==> src/rtl/div32_seq_pkg.sv <==
// ---------------------------------------------------------------------------
// div32_seq_pkg
//   Shared definitions for the sequential divider: FSM state encoding and the
//   iteration count of the restoring shift-subtract loop.
// ---------------------------------------------------------------------------
package div32_seq_pkg;

  // Two-bit state encoding: IDLE=0, DIV=1, FIX=2.
  typedef enum logic [1:0] {
    ST_IDLE = 2'd0,
    ST_DIV  = 2'd1,
    ST_FIX  = 2'd2
  } state_e;

  // One quotient bit is produced per DIV cycle.
  localparam int unsigned ITERATIONS = 32;

  // Step counter width; must hold ITERATIONS-1.
  localparam int unsigned CNT_W = 6;

endpackage : div32_seq_pkg

==> src/rtl/div32_seq_div_step.sv <==
// ---------------------------------------------------------------------------
// div32_seq_div_step
//   One purely combinational restoring-division iteration.
//   Ports:
//     rem_i      current partial remainder (always < divisor_i when divisor != 0)
//     dvd_msb_i  dividend bit shifted into the remainder this step
//     divisor_i  divisor magnitude
//     rem_o      partial remainder after the step
//     q_bit_o    quotient bit produced by the step
// ---------------------------------------------------------------------------
module div32_seq_div_step #(
  parameter int unsigned WIDTH = 32
) (
  input  logic [WIDTH-1:0] rem_i,
  input  logic             dvd_msb_i,
  input  logic [WIDTH-1:0] divisor_i,
  output logic [WIDTH-1:0] rem_o,
  output logic             q_bit_o
);

  logic [WIDTH:0] shifted;
  logic [WIDTH:0] trial;

  always_comb begin
    shifted = {rem_i, dvd_msb_i};
    trial   = shifted - {1'b0, divisor_i};
    // Because rem_i < divisor_i, shifted < 2*divisor_i, so the WIDTH+1-bit
    // difference never wraps and its top bit is an exact sign.
    q_bit_o = ~trial[WIDTH];
    rem_o   = q_bit_o ? trial[WIDTH-1:0] : shifted[WIDTH-1:0];
  end

endmodule : div32_seq_div_step

==> src/rtl/div32_seq.sv <==
// ---------------------------------------------------------------------------
// div32_seq
//   Sequential WIDTH-bit divider, restoring shift-subtract, one quotient bit
//   per cycle. LO receives the quotient, HI the remainder (remainder carries
//   the dividend's sign in signed mode). Fixed 33-cycle latency from START
//   acceptance to DONE, including divide by zero.
//   Ports:
//     CLK     rising-edge clock
//     RST     synchronous active-high reset
//     START   request pulse, sampled only in IDLE
//     SIGNED  1 = two's-complement divide, captured with START
//     A, B    dividend / divisor, captured with START
//     BUSY    high while in DIV or FIX
//     DONE    one-cycle pulse, HI/LO valid from this cycle
//     HI, LO  remainder / quotient, held until the next result
// ---------------------------------------------------------------------------
module div32_seq #(
  parameter int unsigned WIDTH = 32
) (
  input  logic             CLK,
  input  logic             RST,
  input  logic             START,
  input  logic             SIGNED,
  input  logic [WIDTH-1:0] A,
  input  logic [WIDTH-1:0] B,
  output logic             BUSY,
  output logic             DONE,
  output logic [WIDTH-1:0] HI,
  output logic [WIDTH-1:0] LO
);

  import div32_seq_pkg::*;

  state_e             state_q, state_d;
  logic [CNT_W-1:0]   cnt_q,   cnt_d;
  logic [WIDTH-1:0]   quo_q,   quo_d;    // dividend shifts out, quotient shifts in
  logic [WIDTH-1:0]   dvs_q,   dvs_d;    // divisor magnitude
  logic [WIDTH-1:0]   rem_q,   rem_d;    // partial remainder
  logic [WIDTH-1:0]   a_q,     a_d;      // original A, returned on divide by zero
  logic               q_neg_q, q_neg_d;
  logic               r_neg_q, r_neg_d;
  logic               dz_q,    dz_d;
  logic [WIDTH-1:0]   hi_q,    hi_d;
  logic [WIDTH-1:0]   lo_q,    lo_d;
  logic               done_q,  done_d;

  logic [WIDTH-1:0]   step_rem;
  logic               step_q_bit;
  logic               a_is_neg;
  logic               b_is_neg;

  div32_seq_div_step #(
    .WIDTH (WIDTH)
  ) u_div_step (
    .rem_i     (rem_q),
    .dvd_msb_i (quo_q[WIDTH-1]),
    .divisor_i (dvs_q),
    .rem_o     (step_rem),
    .q_bit_o   (step_q_bit)
  );

  assign a_is_neg = SIGNED & A[WIDTH-1];
  assign b_is_neg = SIGNED & B[WIDTH-1];

  always_comb begin
    // NOTE: every variable gets its hold value first so that no path through
    // the case statement leaves one unassigned and infers a latch.
    state_d = state_q;
    cnt_d   = cnt_q;
    quo_d   = quo_q;
    dvs_d   = dvs_q;
    rem_d   = rem_q;
    a_d     = a_q;
    q_neg_d = q_neg_q;
    r_neg_d = r_neg_q;
    dz_d    = dz_q;
    hi_d    = hi_q;
    lo_d    = lo_q;
    done_d  = 1'b0;

    unique case (state_q)
      ST_IDLE: begin
        if (START) begin
          quo_d   = a_is_neg ? -A : A;
          dvs_d   = b_is_neg ? -B : B;
          a_d     = A;
          q_neg_d = a_is_neg ^ b_is_neg;
          r_neg_d = a_is_neg;
          dz_d    = (B == '0);
          rem_d   = '0;
          cnt_d   = '0;
          state_d = ST_DIV;
        end
      end

      ST_DIV: begin
        rem_d = step_rem;
        quo_d = {quo_q[WIDTH-2:0], step_q_bit};
        cnt_d = cnt_q + CNT_W'(1);
        if (cnt_q == CNT_W'(ITERATIONS - 1)) begin
          state_d = ST_FIX;
        end
      end

      ST_FIX: begin
        if (dz_q) begin
          lo_d = '1;
          hi_d = a_q;
        end else begin
          lo_d = q_neg_q ? -quo_q : quo_q;
          hi_d = r_neg_q ? -rem_q : rem_q;
        end
        done_d  = 1'b1;
        state_d = ST_IDLE;
      end

      default: state_d = ST_IDLE;
    endcase
  end

  // NOTE: all state, including the datapath registers, is cleared on reset so
  // an abandoned operation leaves nothing behind and HI/LO read zero.
  always_ff @(posedge CLK) begin
    // NOTE: non-blocking assignments so every flop samples the pre-edge value.
    if (RST) begin
      state_q <= ST_IDLE;
      cnt_q   <= '0;
      quo_q   <= '0;
      dvs_q   <= '0;
      rem_q   <= '0;
      a_q     <= '0;
      q_neg_q <= 1'b0;
      r_neg_q <= 1'b0;
      dz_q    <= 1'b0;
      hi_q    <= '0;
      lo_q    <= '0;
      done_q  <= 1'b0;
    end else begin
      state_q <= state_d;
      cnt_q   <= cnt_d;
      quo_q   <= quo_d;
      dvs_q   <= dvs_d;
      rem_q   <= rem_d;
      a_q     <= a_d;
      q_neg_q <= q_neg_d;
      r_neg_q <= r_neg_d;
      dz_q    <= dz_d;
      hi_q    <= hi_d;
      lo_q    <= lo_d;
      done_q  <= done_d;
    end
  end

  assign BUSY = (state_q == ST_DIV) || (state_q == ST_FIX);
  assign DONE = done_q;
  assign HI   = hi_q;
  assign LO   = lo_q;

endmodule : div32_seq

==> config.mk <==
export PLATFORM = sky130hd
export DESIGN_NAME = div32_seq
export DESIGN_NICKNAME = d
export VERILOG_FILES = /design/src/rtl/div32_seq_pkg.sv /design/src/rtl/div32_seq_div_step.sv /design/src/rtl/div32_seq.sv
export SDC_FILE = /design/constraint.sdc
export NUM_CORES = 1
export LEC_CHECK = 0
export CORE_ASPECT_RATIO = 0.6
export CORE_UTILIZATION = 40
export CTS_BUF_LIST = sky130_fd_sc_hd__clkbuf_8
export DETAILED_ROUTE_END_ITERATION = 7
export GPL_TIMING_DRIVEN = 0
export PLACE_DENSITY_LB_ADDON = 0.25
export SLEW_MARGIN = 20
export SYNTH_ARGS = -nofsm -noshare
export SYNTH_HDL_FRONTEND = slang
export SYNTH_SLANG_ARGS = --single-unit
==> constraint.sdc <==
create_clock -name CLK -period 8.4 [get_ports CLK]
set_input_delay 1.26 -clock CLK [delete_from_list [all_inputs] [get_ports CLK]]
set_output_delay 1.26 -clock CLK [all_outputs]
set_load 0.005 [all_outputs]
# Yosys cells after proc, flatten, opt, wreduce, memory -nomap -nowiden

Cells that the tools add are included.

Bits in registers: 204
Latch bits: 0
RAM bits: 0
Memory bits (read-only): 0
Bits of input ports: 68
Output and inout port bits: 66
Logic and storage cells: 51
Memories: 0

Add/subtract/negate cells: 6
Multipliers: 0
Divide/modulo/power cells: 0
Order comparisons: 0
Eq/ne operators: 5
Shift-type cells: 0
Mux-type cells: 17
Bitwise logic cells: 4
Reductions and logical operators: 7

Operator list:

| cell                                                            | count |
|---|---|
| 32-bit two-way mux                                              | 9 |
| 32-bit negation                                                 | 4 |
| 32-bit one-hot mux with 2 select lines                          | 2 |
| 33-bit by 32-bit subtractor with 33-bit output                  | 1 |
| 32-bit logical NOT                                              | 1 |
| 6-bit one-hot mux with 2 select lines                           | 1 |
| 6-bit by 1-bit adder with 6-bit output, second input constant   | 1 |
| 6-bit by 5-bit == test with 1-bit output, second input constant | 1 |
| 6-bit two-way mux                                               | 1 |
| 2-bit AND reduction                                             | 3 |
| 2-bit two-way mux                                               | 2 |
| 2-bit inequality test, second input constant                    | 2 |
| 2-bit one-hot mux with 2 select lines                           | 1 |
| 1-bit AND                                                       | 2 |
| 2-bit by 1-bit == test with 1-bit output, second input constant | 1 |
| 2-bit == test, second input constant                            | 1 |
| 2-bit logical NOT                                               | 1 |
| 2-bit nonzero test                                              | 1 |
| 1-bit logical OR                                                | 1 |
| 1-bit two-way mux                                               | 1 |
| 1-bit NOT                                                       | 1 |
| 1-bit XOR                                                       | 1 |

# Longest topological paths before layout

Depth after elaboration: 4
Mapped depth: 14
Gate-level depth less buffers: 12

# Modules after synthesis

From an unflattened synthesis, not the netlist that was laid out.

Cells, all modules: 1,646
Area total of the unflattened synthesis: 13,043.8 µm²

By module, submodules not included:

| module             | times used | cells each | area each (µm²) | seq. area each (µm²) |
|---|---|---|---|---|
| div32_seq          | 1          | 1,341      | 10,685.2        | 4,083.9 |
| div32_seq_div_step | 1          | 305        | 2,358.5         | 0.0 |

# Least setup slack after synthesis

Ideal clock, no wire load.

Path type: input to register
From: input B[8]
To: register dvs_q[26]
Library setup time: 86 ps
Arrival time: 3,331 ps
Data required time: 8,314 ps
Setup slack: 4,984 ps
Stages on the path: 8
Path buffers: 0
Cells stage by stage: or4_1 or4_1 nor3_1 nand2_1 nor2_1 a21oi_1 xnor2_1 a211oi_1

Longest elaborated chain between the ends: 2

Ends and longest elaborated chain:

| what                 | RTL line         | source |
|---|---|---|
| from (decl)          | div32_seq.sv:25  | `input logic [WIDTH-1:0] B,` |
| 32-bit negation      | div32_seq.sv:85  | `dvs_d = b_is_neg ? -B : B;` |
| 32-bit two-way mux   | div32_seq.sv:85  |  |
| to (signal assigned) | div32_seq.sv:142 | `dvs_q <= dvs_d;` |
| to (decl)            | div32_seq.sv:37  | `logic [WIDTH-1:0] dvs_q, dvs_d;` |

Every way passes these cells.
A chain may end at the register's enable or synchronous reset.

# Worst setup path after layout

From: register quo_q[31]
To: register quo_q[0]

Longest elaborated chain between the ends: 3

Ends and longest elaborated chain:

| what                                           | RTL line                 | source |
|---|---|---|
| from (decl)                                    | div32_seq.sv:36          | `logic [WIDTH-1:0] quo_q, quo_d;` |
| from (signal assigned)                         | div32_seq.sv:141         | `quo_q <= quo_d;` |
| 33-bit by 32-bit subtractor with 33-bit output | div32_seq_div_step.sv:26 | `trial = shifted - {1'b0, divisor_i};` |
| 1-bit NOT                                      | div32_seq_div_step.sv:29 | `q_bit_o = ~trial[WIDTH];` |
| 32-bit one-hot mux with 2 select lines         | div32_seq.sv:81          | `unique case (state_q)` |

Every way passes these cells.

==> results.json <==
{
  "finalSetupViolCount": 0,
  "drive_gt1_share_pct": 3.86,
  "cts_hold_buffers": 0,
  "ys_async_sr_fraction_pct": 0,
  "grt_overflow_total": 0,
  "core_area_um2": 29200,
  "io_pins": 134,
  "firstDrtPassIters": 6,
  "reg2reg_depth": 14,
  "postCtsSetupBuffers": 0,
  "max_stage_delay_ns": 0.62,
  "rsz0062_at_grt": "no",
  "numCtsBuffers": 35,
  "fin_nets": 1874,
  "synth_area_um2": 12100,
  "die_h_um": 137,
  "worstPathArrival_ns": 4.81,
  "layout_setup_ws_ns": 3.99,
  "cellPowerDensity_nw_per_um2": 165,
  "fp-row-count": 48,
  "hold_viol": 0,
  "clk_latency_ns": 0.55,
  "cts_tree": "yes",
  "cts_root_buffer": "clkbuf_8",
  "path_clk_slew_ns": 0.07,
  "place_congestion": 0.955,
  "setup_tns_ns": 0,
  "htreeDepth": 2,
  "postRouteAntennaNets": 0,
  "synth_seq_cells": 204,
  "switching_share_pct": 32.0,
  "start_util_pct": 41.3,
  "wl_met2_um": 15000,
  "wl_per_cell_um": 18.5,
  "slew_headroom_pct": 36.3,
  "worst_pin_slew_ns": 0.956,
  "postRouteWirelength_um": 40600,
  "post_drt_via_cell_ratio": 5.64,
  "synth_sequential_area_ratio_pct": 33.8,
  "critPathLaunchType": "flop",
  "dpl_worst_slack_ns": 3.87,
  "drc_errors": 0,
  "p_int_mw": 1.64,
  "synth_nets": 1704,
  "crit_required_ns": 8.81,
  "reg2reg_slack_ns": 3.99,
  "critPathMaxFanout": 10,
  "ir_drop_mv": 0.0896,
  "worstPathCellList": "inv_1, ha_1, fa_1, nand2b_1, a21oi_1, o22ai_1, o211ai_1, a21oi_1, mux2i_1, clkbuf_1, clkbuf_1, a21oi_1, a21oi_1, nor2_1",
  "worstSetupPathType": "reg -> reg",
  "period_needed_ns": 4.41,
  "grt_pass1_vias": 11100,
  "top_layer_used": "met5",
  "worstSetupStartpoint": "quo_q[31]",
  "ctsResizeCount": 0,
  "worstHoldPathType": "reg -> reg",
  "syn_to_final_growth_pct": 20.6,
  "final_cell_mix": "249 x nand2_1, 204 x dfxtp_1, 162 x nor2_1",
  "drv_slew": 0,
  "p_sw_mw": 0.771,
  "combinationalPowerShare_pct": 19.2,
  "rr_endpoint": "quo_q[0]",
  "synth-main-ff-cell": "dfxtp_1",
  "clock_power_share_pct": 37.1,
  "status": "completed",
  "drtIter0Drc": 1196,
  "yosys-top-cells-area": "dfxtp_1 34%, nand2_1 7.7%, a21oi_1 6.3%, o21ai_0 5.6%, xnor2_1 5.4%",
  "grt.total_usage_pct": 25.9,
  "worstSetupEndpointType": "flop",
  "synth-edff-count": 0,
  "syn_avg_cell_area_um2": 7.58,
  "clock-sinks": 204,
  "synth_top_cell_by_area": "dfxtp_1",
  "vias": 12400,
  "crit_top_cell": "a21oi_1",
  "max_freq_mhz": 227,
  "post-dp-hpwl_um": 31600,
  "crit_end": "quo_q[0]",
  "yosysTopAreaCellShare_pct": 33.8,
  "grt_max_degree": 11,
  "dieArea_um2": 30900,
  "antenna_found_initial": 1,
  "wl_met3_um": 3850,
  "synth_cell_type_count": 62,
  "finalCritPeriodShare_pct": 52.5,
  "final_common_cell": "nand2_1",
  "die_w_um": 226,
  "met1Wirelength_um": 21000,
  "port-buffer-count": 133,
  "r2r-start": "quo_q[31]",
  "leakagePower_nw": 5.39,
  "clockBufferDepth": 3,
  "grt_pass1_wl_um": 61600,
  "maxCapViolCount": 0,
  "crit_slowest_cell": "clkbuf_1",
  "yosysWarnings": 0,
  "skew_ns": 0.0203,
  "power_frac_seq_pct": 43.7,
  "syn_inst": 1595
}
routing by layer:
layer / up-vias / track usage, %
met5: - / 0
met4: 2 / 6.79
met3: 59 / 5.88
met2: 493 / 33.1
met1: 5861 / 41.4
li1: 5937 / -
how the worst min path moves through the flow:
stage,start,cells past startpoint,slack (ns),endpoint
after floorplan,a_q[0],2,0.44,a_q[0]
after global placement,a_q[18],2,0.45,a_q[18]
after detailed placement,a_q[20],2,0.45,a_q[20]
after CTS,a_q[20],2,0.46,a_q[20]
after global routing,a_q[19],2,0.47,a_q[19]
final,a_q[9],2,0.46,a_q[9]
cell usage after synthesis (31+ instances only):
cell type and count:
nor2_1 162, mux2i_1 31, clkbuf_1 90, ha_1 40, xnor2_1 75, dfxtp_1 204, o22ai_1 40, nand2_1 249
a21oi_1 153, inv_1 60, xor2_1 74, o21ai_0 135
critical path: cells and delay by family (launching register included):
family | cells | cell delay (ns)
AND/OR/NAND/NOR | 2 | 0.23
flip-flops | 1 | 0.47
AO/OA/AOI/OAI | 6 | 1.38
adder cells (fa/ha/maj) | 2 | 0.65
buffers and inverters | 3 | 1.19
multiplexers | 1 | 0.32
cell families (layout without fill, tap and decap cells):
logic type                 Yosys count  count (layout)  share of synthesized area [%]
and+or+nand+nor                    541             541                           19.6
AOI/OAI and AO/OA                  472             472                           24.0
DFF                                204             204                           33.8
buffers and inverters              157             351                           4.89
xor gates and xnor gates           149             149                           10.8
adders and majority gates           41              41                           4.31
muxes                               31              31                           2.57
other                                0               1                              0
flip-flops by register name (all words and copies together), names as in the netlist:
name	cells
a_q	32
q_neg_q	1
DONE	1
rem_q	32
HI	32
dvs_q	32
quo_q	32
dz_q	1
cnt_q	6
LO	32
state_q	2
r_neg_q	1
power groups by stage:
stage	clock [mW]	sequential, mW	combinational (mW)
4_1_cts	0.900	1.05	0.453
3_5_place_dp	0	1.07	0.450
6_report	0.893	1.05	0.463
5_1_grt	0.946	1.06	0.506
2_1_floorplan	0	1.06	0.303
3_3_place_gp	0	1.07	0.442
metrics by stage:
| step | hold slack, ns | utilization, % | cells | instance area [um2] | total power, mW |
|---|---|---|---|---|---|
| 2_1_floorplan | 0.436 | - | 1595 | 12100 | 1.36 |
| 3_3_place_gp | 0.445 | 47.6 | 2128 | 13900 | 1.51 |
| 3_5_place_dp | 0.449 | 47.6 | 2128 | 13900 | 1.52 |
| 4_1_cts | 0.458 | 49.8 | 2189 | 14600 | 2.40 |
| 5_1_grt | 0.473 | 49.8 | 2189 | 14600 | 2.51 |
| 6_report | 0.459 | 49.9 | 2190 | 14600 | 2.41 |
area by class of cell:
cell class | count | area [um2]
fillers | 2973 | 14700
multi-input cells | 1234 | 7410
flip-flops and latches | 204 | 4080
repair buffers | 133 | 1330
clock buffers | 42 | 578
well taps | 400 | 500
plain buffers | 97 | 365
inverters | 60 | 225
clock inverters | 19 | 82.6
diodes | 1 | 2.50
Power figures use the tool's default switching activity.
